### src/rtl/ppu_pkg.sv
// ---------------------------------------------------------------------------
// ppu_pkg
// Shared definitions for the PPU render pipeline: frame geometry, the row
// index width used by the pixel engines, the default watchdog budget and
// the scanline sequencer state type.
// ---------------------------------------------------------------------------
package ppu_pkg;

  // Visible scanlines per frame; row index runs 0..PPU_NUM_ROWS-1.
  localparam int PPU_NUM_ROWS = 240;

  // Row index width shared with the BG/FG/sprite engines.
  localparam int PPU_ROW_W = 8;

  // Cycles allowed from engine_start to pmxr_done before the watchdog fires.
  localparam int PPU_WDOG_CYCLES = 2047;

  typedef enum logic [2:0] {
    ST_IDLE       = 3'd0,
    ST_START      = 3'd1,
    ST_RENDER     = 3'd2,
    ST_READY      = 3'd3,
    ST_FRAME_DONE = 3'd4
  } seq_state_t;

endpackage

### src/rtl/up_counter.sv
// ---------------------------------------------------------------------------
// up_counter
// Saturating up-counter with synchronous clear. Clear has priority over
// enable; once the counter reaches all-ones it holds there until cleared.
//
// Ports
//   clk    in   1      clock
//   rst_n  in   1      asynchronous active-low reset
//   clr    in   1      synchronous clear to zero
//   en     in   1      count enable (+1 per cycle)
//   count  out  WIDTH  current count
// ---------------------------------------------------------------------------
module up_counter #(
  parameter int WIDTH = 8
) (
  input  logic             clk,
  input  logic             rst_n,
  input  logic             clr,
  input  logic             en,
  output logic [WIDTH-1:0] count
);

  logic [WIDTH-1:0] count_q;
  logic [WIDTH-1:0] count_d;

  always_comb begin
    count_d = count_q;
    if (clr) begin
      count_d = '0;
    end else if (en && (count_q != {WIDTH{1'b1}})) begin
      count_d = count_q + 1'b1;
    end
  end

  always_ff @(posedge clk or negedge rst_n) begin
    if (!rst_n) begin
      count_q <= '0;
    end else begin
      count_q <= count_d;
    end
  end

  assign count = count_q;

endmodule

### src/rtl/ppu_row_sequencer.sv
// ---------------------------------------------------------------------------
// ppu_row_sequencer
// Frame/scanline scheduler for the PPU render pipeline. For each scanline it
// issues a row index and a one-cycle start pulse to the pixel engines, waits
// for the mixer to finish the back rowbuffer, then holds until the display
// side swaps rowbuffers. It also resynchronises on vsync, opens the
// end-of-frame VRAM sync window and reports overrun / watchdog errors.
//
// Ports
//   clk            in   1      system clock
//   rst_n          in   1      asynchronous active-low reset
//   ppu_enable     in   1      level; low forces IDLE and clears sticky flags
//   vsync          in   1      pulse; start of vblank, next rendered row is 0
//   rowram_swap    in   1      pulse; back rowbuffer promoted to front
//   pmxr_done      in   1      pulse; mixer finished the current row
//   render_row     out  ROW_W  row index being rendered
//   engine_start   out  1      one-cycle start pulse to the engines
//   row_ready      out  1      back rowbuffer holds a complete row
//   vram_sync_win  out  1      end-of-frame VRAM sync window
//   overrun        out  1      sticky; swap/vsync arrived before row completed
//   wdog_fired     out  1      sticky; mixer did not finish in time
// ---------------------------------------------------------------------------
module ppu_row_sequencer
  import ppu_pkg::*;
#(
  parameter int NUM_ROWS    = PPU_NUM_ROWS,
  parameter int ROW_W       = PPU_ROW_W,
  parameter int WDOG_CYCLES = PPU_WDOG_CYCLES
) (
  input  logic             clk,
  input  logic             rst_n,
  input  logic             ppu_enable,
  input  logic             vsync,
  input  logic             rowram_swap,
  input  logic             pmxr_done,
  output logic [ROW_W-1:0] render_row,
  output logic             engine_start,
  output logic             row_ready,
  output logic             vram_sync_win,
  output logic             overrun,
  output logic             wdog_fired
);

  localparam int WDOG_W = $clog2(WDOG_CYCLES + 1);

  // The counter reads 0 on the first RENDER cycle, so the edge that moves it
  // from WDOG_CYCLES-2 to WDOG_CYCLES-1 is the expiry edge. That places the
  // READY entry exactly WDOG_CYCLES cycles after the START cycle.
  localparam logic [WDOG_W-1:0] WDOG_LAST = WDOG_W'(WDOG_CYCLES - 2);
  localparam logic [ROW_W-1:0]  LAST_ROW  = ROW_W'(NUM_ROWS - 1);

  seq_state_t       state_q;
  seq_state_t       state_d;
  logic [ROW_W-1:0] row_q;
  logic [ROW_W-1:0] row_d;
  logic             ovr_q;
  logic             ovr_d;
  logic             wd_q;
  logic             wd_d;

  logic              wdog_clr;
  logic              wdog_en;
  logic [WDOG_W-1:0] wdog_cnt;
  logic              wdog_expire;

  assign wdog_en  = (state_q == ST_RENDER);
  assign wdog_clr = (state_q != ST_RENDER);

  up_counter #(
    .WIDTH (WDOG_W)
  ) u_wdog (
    .clk   (clk),
    .rst_n (rst_n),
    .clr   (wdog_clr),
    .en    (wdog_en),
    .count (wdog_cnt)
  );

  assign wdog_expire = (wdog_cnt == WDOG_LAST);

  always_comb begin
    state_d = state_q;
    row_d   = row_q;
    ovr_d   = ovr_q;
    wd_d    = wd_q;

    if (!ppu_enable) begin
      // Disable overrides every other input and returns to the reset picture.
      state_d = ST_IDLE;
      row_d   = '0;
      ovr_d   = 1'b0;
      wd_d    = 1'b0;
    end else begin
      case (state_q)
        ST_IDLE: begin
          if (vsync) begin
            row_d   = '0;
            state_d = ST_START;
          end
        end

        ST_START: begin
          if (vsync) begin
            // Mid-frame vsync: resync to row 0 and flag the lost frame.
            ovr_d   = 1'b1;
            row_d   = '0;
            state_d = ST_START;
          end else begin
            // An early swap is flagged but not remembered.
            if (rowram_swap) begin
              ovr_d = 1'b1;
            end
            state_d = ST_RENDER;
          end
        end

        ST_RENDER: begin
          if (vsync) begin
            ovr_d   = 1'b1;
            row_d   = '0;
            state_d = ST_START;
          end else begin
            if (rowram_swap) begin
              ovr_d = 1'b1;
            end
            // A done on the expiry cycle counts as a normal completion.
            if (pmxr_done) begin
              state_d = ST_READY;
            end else if (wdog_expire) begin
              wd_d    = 1'b1;
              state_d = ST_READY;
            end
          end
        end

        ST_READY: begin
          if (vsync) begin
            ovr_d   = 1'b1;
            row_d   = '0;
            state_d = ST_START;
          end else if (rowram_swap) begin
            if (row_q == LAST_ROW) begin
              state_d = ST_FRAME_DONE;
            end else begin
              row_d   = row_q + 1'b1;
              state_d = ST_START;
            end
          end
        end

        ST_FRAME_DONE: begin
          // Regular end of frame: vsync here is expected, not an overrun.
          if (vsync) begin
            row_d   = '0;
            state_d = ST_START;
          end
        end

        default: begin
          state_d = ST_IDLE;
          row_d   = '0;
        end
      endcase
    end
  end

  always_ff @(posedge clk or negedge rst_n) begin
    if (!rst_n) begin
      state_q <= ST_IDLE;
      row_q   <= '0;
      ovr_q   <= 1'b0;
      wd_q    <= 1'b0;
    end else begin
      state_q <= state_d;
      row_q   <= row_d;
      ovr_q   <= ovr_d;
      wd_q    <= wd_d;
    end
  end

  assign render_row    = row_q;
  assign engine_start  = (state_q == ST_START);
  assign row_ready     = (state_q == ST_READY);
  assign vram_sync_win = (state_q == ST_FRAME_DONE);
  assign overrun       = ovr_q;
  assign wdog_fired    = wd_q;

endmodule

### config.mk
export PLATFORM = sky130hd
export DESIGN_NAME = ppu_row_sequencer
export DESIGN_NICKNAME = d
export VERILOG_FILES = /design/src/rtl/ppu_pkg.sv /design/src/rtl/up_counter.sv /design/src/rtl/ppu_row_sequencer.sv
export SDC_FILE = /design/constraint.sdc
export NUM_CORES = 1
export LEC_CHECK = 0
export CAP_MARGIN = 25
export CORE_ASPECT_RATIO = 0.8
export CORE_UTILIZATION = 40
export CTS_CLUSTER_SIZE = 25
export DETAILED_ROUTE_END_ITERATION = 6
export HOLD_SLACK_MARGIN = 0.1
export PLACE_DENSITY = 0.64
export SETUP_SLACK_MARGIN = 0.4
export SYNTH_ARGS = -nofsm -noshare
export SYNTH_HDL_FRONTEND = slang
export SYNTH_SLANG_ARGS = --single-unit
### constraint.sdc
create_clock -name clk -period 3 [get_ports clk]
set_clock_uncertainty 0.2 [all_clocks]
set_input_delay 0.6 -clock clk [delete_from_list [all_inputs] [get_ports clk]]
set_output_delay 0.6 -clock clk [all_outputs]
set_load 0.05 [all_outputs]
==> results of run 1 <==
worst paths after layout:
check / startpoint / to
setup / recovery: state_q[0]$_DFFE_PN0P_ / vram_sync_win
hold / removal: wdog_fired$_DFFE_PN0P_ / wdog_fired$_DFFE_PN0P_
setup reg to reg: state_q[0]$_DFFE_PN0P_ / render_row[1]$_DFFE_PN0P_
hold reg to reg: wdog_fired$_DFFE_PN0P_ / wdog_fired$_DFFE_PN0P_
max in group asynchronous: rst_n / u_wdog.count[8]$_DFFE_PN0P_
min in group asynchronous: rst_n / overrun$_DFFE_PN0P_
cells in the final DEF (no fill, tap or decap), types with 3 or more instances in the layout:
cell,Yosys,final
or3_1,3,3
and4_1,3,3
clkdlybuf4s50_1,0,15
nand3_1,6,6
xnor2_1,6,6
and3_1,5,5
nand4_1,7,7
inv_1,5,5
clkbuf_8,0,3
ha_1,3,3
nand2_1,12,12
o21ai_0,7,7
nor2_1,12,12
nor3_1,3,3
a31oi_1,4,4
a21oi_1,5,5
and2_1,4,4
dfrtp_1,24,24
timing repair:
item                       4_1_cts  5_1_grt
resized for setup                3        2
gates cloned                     0        0
setup endpoints to repair        3        1
kinds of logic after synthesis:
family,count (synthesis),synth area share
mux,3,0.02328
buf+inv,10,0.03939
flops,24,0.4297
compound gates,30,0.1459
fa+ha+maj,3,0.02686
simple gates,70,0.2972
xor+xnor,6,0.03760
power breakdown:
part           switching (mW)  internal [mW]
Clock                   0.102         0.0899
Combinational          0.0406         0.0242
Sequential            0.00888          0.327
cell usage after synthesis:
master / n / area share
dfrtp_1: 24 / 0.43
nand2_1: 12 / 0.032
nor2_1: 12 / 0.032
nand4_1: 7 / 0.031
o21ai_0: 7 / 0.025
nand3_1: 6 / 0.021
xnor2_1: 6 / 0.038
a21oi_1: 5 / 0.018
and3_1: 5 / 0.022
inv_1: 5 / 0.013
a31oi_1: 4 / 0.018
and2_1: 4 / 0.018
and4_1: 3 / 0.019
ha_1: 3 / 0.027
nor3_1: 3 / 0.011
or3_1: 3 / 0.013
a311oi_1: 2 / 0.013
buf_2: 2 / 0.0072
buf_4: 2 / 0.011
mux2_2: 2 / 0.016
nand2b_1: 2 / 0.0090
nor2b_1: 2 / 0.0090
nor3b_1: 2 / 0.011
o211a_1: 2 / 0.014
o21ai_1: 2 / 0.0072
o31ai_1: 2 / 0.011
a211oi_1: 1 / 0.0054
a21o_1: 1 / 0.0054
a22o_1: 1 / 0.0063
a2bb2oi_1: 1 / 0.0063
buf_6: 1 / 0.0081
mux2i_1: 1 / 0.0072
nand3_2: 1 / 0.0072
nand3b_1: 1 / 0.0054
nand4b_1: 1 / 0.0063
nor3b_2: 1 / 0.0090
nor4_1: 1 / 0.0045
nor4_2: 1 / 0.0090
nor4_4: 1 / 0.015
o21a_1: 1 / 0.0054
o41ai_2: 1 / 0.012
or3b_1: 1 / 0.0063
or4_1: 1 / 0.0054
critical path: stages (launching register included):
cell and delay, ns:
dfrtp_1 0.52, nor2_1 0.19, and2_1 0.14, dlygate4sd2_1 0.53
stage by stage:
stage	util	std cells
final	0.5106	203
after global routing	0.5106	203
after CTS	0.5117	203
after global placement	0.5000	200
after detailed placement	0.5000	200
after floorplan	-	146
cell type report:
cell class / count / area share
Tap cell: 40 / 0.03065
Clock buffer: 3 / 0.02529
Timing Repair Buffer: 19 / 0.1103
Inverter: 5 / 0.01149
Multi-Input combinational cell: 112 / 0.4544
Sequential cell: 24 / 0.3678
state kept, by name, indices dropped and copies added (netlist names):
signal	cells
wdog_fired	1
u_wdog.count	11
render_row	8
state_q	3
overrun	1
per-layer routing:
metal  global-route usage  share of wire
met5                    0              0
met4              0.04167         0.0040
met3              0.05000          0.051
met2               0.2876           0.45
met1               0.2577           0.49
==> reports/metrics.csv, run 1 <==
metric;value;unit
Setup Total Neg Slack;0;ns
leakage;0.7098;nW
min-delay worst type;reg -> reg;
initial antenna violation count;0;
Final HPWL DP;2.166;mm
Via density;5.729;
fmax;0.4066;GHz
syn nets;155;
final worst path period share;0.8197;
CTS Hold Bufs;0;
Pre-Repair DR Iteration Count;4;
worst setup margin;0.5408;ns
Total Power;0.5933;mW
clock sink count;24;
io pins;19;
root buffer cell;clkbuf_8;
Mapped Area;1398;um2
First DRT Iteration DRCs;130;
Avg Inst Size Synth;9.573;um2
nets;174;
share of cells above drive strength 1;0.07362;
Hold WS;0.2922;ns
CP arrival;1.66;ns
CTS Buf Count;3;
Worst Path Required;2.20;ns
RSZ-0062 raised after global routing;no;
Yosys cell types;43;
endpoints failing hold;0;
CTS clk-pin slew, worst paths;0.09;ns
Seq/Total Area, Yosys;0.4297;
Yosys warnings;0;
P&R area growth vs syn;16.83;%
Site Rows;18;
CTS max path bufs;2;
reg-to-reg setup timing slack;0.94;ns
via count;1163;
fillcell total;303;
Initial Utilization;0.4370;
global-route wire length before repair;4.940;mm
Port-buffer cells;18;
worst slew pin tran;0.4946;ns
WHS Path Cells;1;
H-tree depth;1;
GPL Wtd Cong;0.7722;
synthesized instance count;146;
Core Footprint;3198;um2
Routed Antenna Nets;0;
critical path capture point type;output pin;
final critical-path required period;2.459;ns
Residual DRC;0;
Slew Limit Fails;0;
critical path type;reg -> out;
GRT Util Overall;0.1858;
placed cell areas;1599;um2
endpoints failing setup;0;
crit start category;flop;
WL final;2.988;mm
full die area;3736;um2
multi-input logic area;742.0;um2
total global routing overflow;0;
Reg area;600.6;um2
TritonCTS clock tree;yes;
clock latency on the worst-skew pair;0.27;ns
wire length per cell;14.72;um
largest net degree at the start of global routing;25;
Setup Buffers After CTS;0;
Non-Filler Cell Area, Final;1633;um2
Yosys reg bits;24;
worst vdd ir;0.0001893;V
vias in the first global route;1009;
maxcap violations;0;
P per Cell Area;363.4;nW/um2
die height;54.87;um
Die W;68.09;um
status;finished clean;
ant diodes;0;
relative max-transition margin;0.6692;
crit-path max FO;12;
worst-case reg-to-reg path depth;4;
DP Worst Slack;0.3761;ns
(Power assumes the default switching activity.)
==> run 2: changes to the inputs <==
--- a/config.mk
+++ b/config.mk
@@ -11,7 +11,7 @@
 export CTS_CLUSTER_SIZE = 25
 export DETAILED_ROUTE_END_ITERATION = 6
 export HOLD_SLACK_MARGIN = 0.1
-export PLACE_DENSITY = 0.64
+export PLACE_DENSITY = 0.67
 export SETUP_SLACK_MARGIN = 0.4
 export SYNTH_ARGS = -nofsm -noshare
 export SYNTH_HDL_FRONTEND = slang
==> constraint.sdc (replaced) <==
create_clock -name clk -period 2 [get_ports clk]
set_clock_uncertainty 0.2 [all_clocks]
set_input_delay 0.4 -clock clk [delete_from_list [all_inputs] [get_ports clk]]
set_output_delay 0.4 -clock clk [all_outputs]
set_load 0.05 [all_outputs]
==> reports/metrics.csv, run 2 (synthesis gave the netlist of run 1 again) <==
metric;value;unit;change
status;finished clean;;unchanged
Site Rows;18;;unchanged
global-route wire length before repair;6.154;mm;was 4.940 mm
final worst path period share;0.9259;;
Die W;68.09;um;unchanged
CP cell instances;ha_4, nand4b_1, nor4_4, buf_4, or4_4, a21oi_2;;was nor2_1, and2_1, dlygate4sd2_1
Comb pwr share;0.165;;was 0.109
crit start category;flop;;unchanged
worst vdd ir;0.0003930;V;was 0.0001893 V
critical path type;reg -> reg;;was reg -> out
TritonCTS clock tree;yes;;unchanged
CTS Buf Count;3;;unchanged
fmax;0.5400;GHz;
Final HPWL DP;2.407;mm;was 2.166 mm
leading cell type in the layout, fill and taps excluded;buf_4;;was dfrtp_1
endpoints failing hold;0;;unchanged
Via density;5.709;;was 5.729
worst-case reg-to-reg path depth;6;;was 4
Slew Limit Fails;0;;unchanged
Flop pwr share;0.499;;was 0.567
final critical-path required period;1.852;ns;
Max stage delay on crit path;0.48;ns;was 0.53 ns
P&R area growth vs syn;53.80;%;was 16.83%
total global routing overflow;0;;unchanged
CP bufs+invs;1;;unchanged
placed insts;211;;was 200
via count;1393;;was 1,163
Int Pwr;0.7472;mW;was 0.4416 mW
crit-path max FO;4;;was 12
endpoints failing setup;0;;unchanged
Crit path max-delay family;simple AND/OR/NAND/NOR gates;;was buffers and inverters
full die area;3736;um2;unchanged
critical path capture point type;flop;;was output pin
Switching Fraction;0.2572;;was 0.2557
Reg2Reg Capture Point;render_row[4]$_DFFE_PN0P_;;was render_row[1]$_DFFE_PN0P_
vias in the first global route;1288;;was 1,009
wire length per cell;16.75;um;was 14.72 um
nets;214;;was 174
GRT Util Overall;0.2280;;was 0.1858
Worst path slowest cell;or4_4;;was dlygate4sd2_1
fin util;0.6721;;was 0.5106
CTS Hold Bufs;0;;unchanged
largest net degree at the start of global routing;25;;unchanged
Clk pwr share;0.336;;was 0.324
min-delay worst type;in -> async;;was reg -> reg
io pins;19;;unchanged
die height;54.87;um;unchanged
RSZ-0062 raised after global routing;yes;;was no
clock sink count;24;;unchanged
Hold WS;0.2835;ns;was 0.2922 ns
fin cells;244;;was 203
max FFs per register;11;;unchanged
CP arrival;1.86;ns;was 1.66 ns
CTS clk-pin slew, worst paths;0.09;ns;about the same
Core Footprint;3198;um2;unchanged
leakage;0.9688;nW;was 0.7098 nW
initial antenna violation count;0;;unchanged
root buffer cell;clkbuf_8;;unchanged
worst slew pin tran;0.3829;ns;was 0.4946 ns
H-tree depth;1;;unchanged
maxcap violations;0;;unchanged
reg-to-reg setup timing slack;0.15;ns;was 0.94 ns
NetSw;0.2587;mW;was 0.1517 mW
Port-buffer cells;18;;unchanged
Routed Antenna Nets;0;;unchanged
relative max-transition margin;0.7448;;was 0.6692
fillcell total;241;;was 303
P per Cell Area;468.0;nW/um2;was 363.4 nW/um2
GPL Wtd Cong;0.8105;;was 0.7722
ant diodes;0;;unchanged
clock latency on the worst-skew pair;0.27;ns;about the same
CTS max path bufs;2;;unchanged
WL final;4.087;mm;was 2.988 mm
share of cells above drive strength 1;0.4706;;was 0.07362
Residual DRC;0;;unchanged
commonest non-fill, non-tap cells in the layout;buf_4, dfrtp_1, nand2_1, nor2_1;;was dfrtp_1, clkdlybuf4s50_1, nor2_1, nand2_1
Reg2Reg Launch Point;render_row[1]$_DFFE_PN0P_;;was state_q[0]$_DFFE_PN0P_
Total Power;1.006;mW;was 0.5933 mW
Initial Utilization;0.4370;;unchanged
First DRT Iteration DRCs;55;;was 130
Worst Path Required;2.01;ns;was 2.20 ns
Pre-Repair DR Iteration Count;4;;unchanged
==> run 2: changes by cell type in the layout (fill, tap and decap cells not counted), moves of 3 or more <==
cell / delta
buf_12: +3
buf_4: +39
buf_6: +10
clkdlybuf4s50_1: -13
dfrtp_1: -10
dfrtp_2: +10
nor3_1: -3
nor3_2: +3
o21ai_0: -4
o21ai_1: +3
==> run 2: routing by layer <==
metal | vias up | track usage | part of all wire
li1 | 654 | - | -
met1 | 692 | 0.3051 | 0.47
met2 | 41 | 0.3758 | 0.49
met3 | 6 | 0.05208 | 0.035
met4 | 0 | 0.04861 | 0.0046
met5 | - | 0 | 0
==> run 2: layout make-up <==
| class | count | area [um2] | share of cell area |
|---|---|---|---|
| Multi-Input combinational cell | 112 | 878.3 | 0.4086 |
| Sequential cell | 24 | 613.1 | 0.2852 |
| Timing Repair Buffer | 59 | 534.3 | 0.2485 |
| Clock buffer | 4 | 55.05 | 0.02561 |
| Tap cell | 40 | 50.05 | 0.02328 |
| Inverter | 5 | 18.77 | 0.008731 |
==> run 2: worst max path at each step <==
stage                                    startpoint                         to  slack [ns]  cells after the start
after detailed placement                      vsync  render_row[4]$_DFFE_PN0P_       -0.18                      6
after global placement                        vsync  render_row[4]$_DFFE_PN0P_       -0.14                      6
final                     render_row[1]$_DFFE_PN0P_  render_row[4]$_DFFE_PN0P_        0.15                      6
after global routing      render_row[0]$_DFFE_PN0P_  render_row[4]$_DFFE_PN0P_        0.11                      6
after CTS                    state_q[0]$_DFFE_PN0P_                  row_ready        0.14                      4
after floorplan           render_row[1]$_DFFE_PN0P_  render_row[0]$_DFFE_PN0P_        0.08                      5
==> run 2: what timing repair did <==
action	4_1_cts	5_1_grt
resized for setup	24	25
endpoints found under the setup margin	24	28
pin swaps	8	14
buffers inserted	23	6
==> run 2: through the flow <==
step | TNS (ns) | instance area (um2) | setup WS [ns]
after floorplan | 0 | 1451 | 0.08238
after global placement | -0.4421 | 1724 | -0.1381
after global routing | 0 | 2150 | 0.1089
after detailed placement | -0.6229 | 1724 | -0.1849
after CTS | 0 | 2017 | 0.1356
final | 0 | 2150 | 0.1482
==> run 2: power by group through the flow <==
| stage | logic [mW] | registers, mW | clock network (mW) |
|---|---|---|---|
| 2_1_floorplan | 0.0641 | 0.515 | 0 |
| 3_3_place_gp | 0.123 | 0.511 | 0 |
| 3_5_place_dp | 0.125 | 0.511 | 0 |
| 4_1_cts | 0.144 | 0.499 | 0.341 |
| 5_1_grt | 0.177 | 0.503 | 0.364 |
| 6_report | 0.166 | 0.502 | 0.338 |
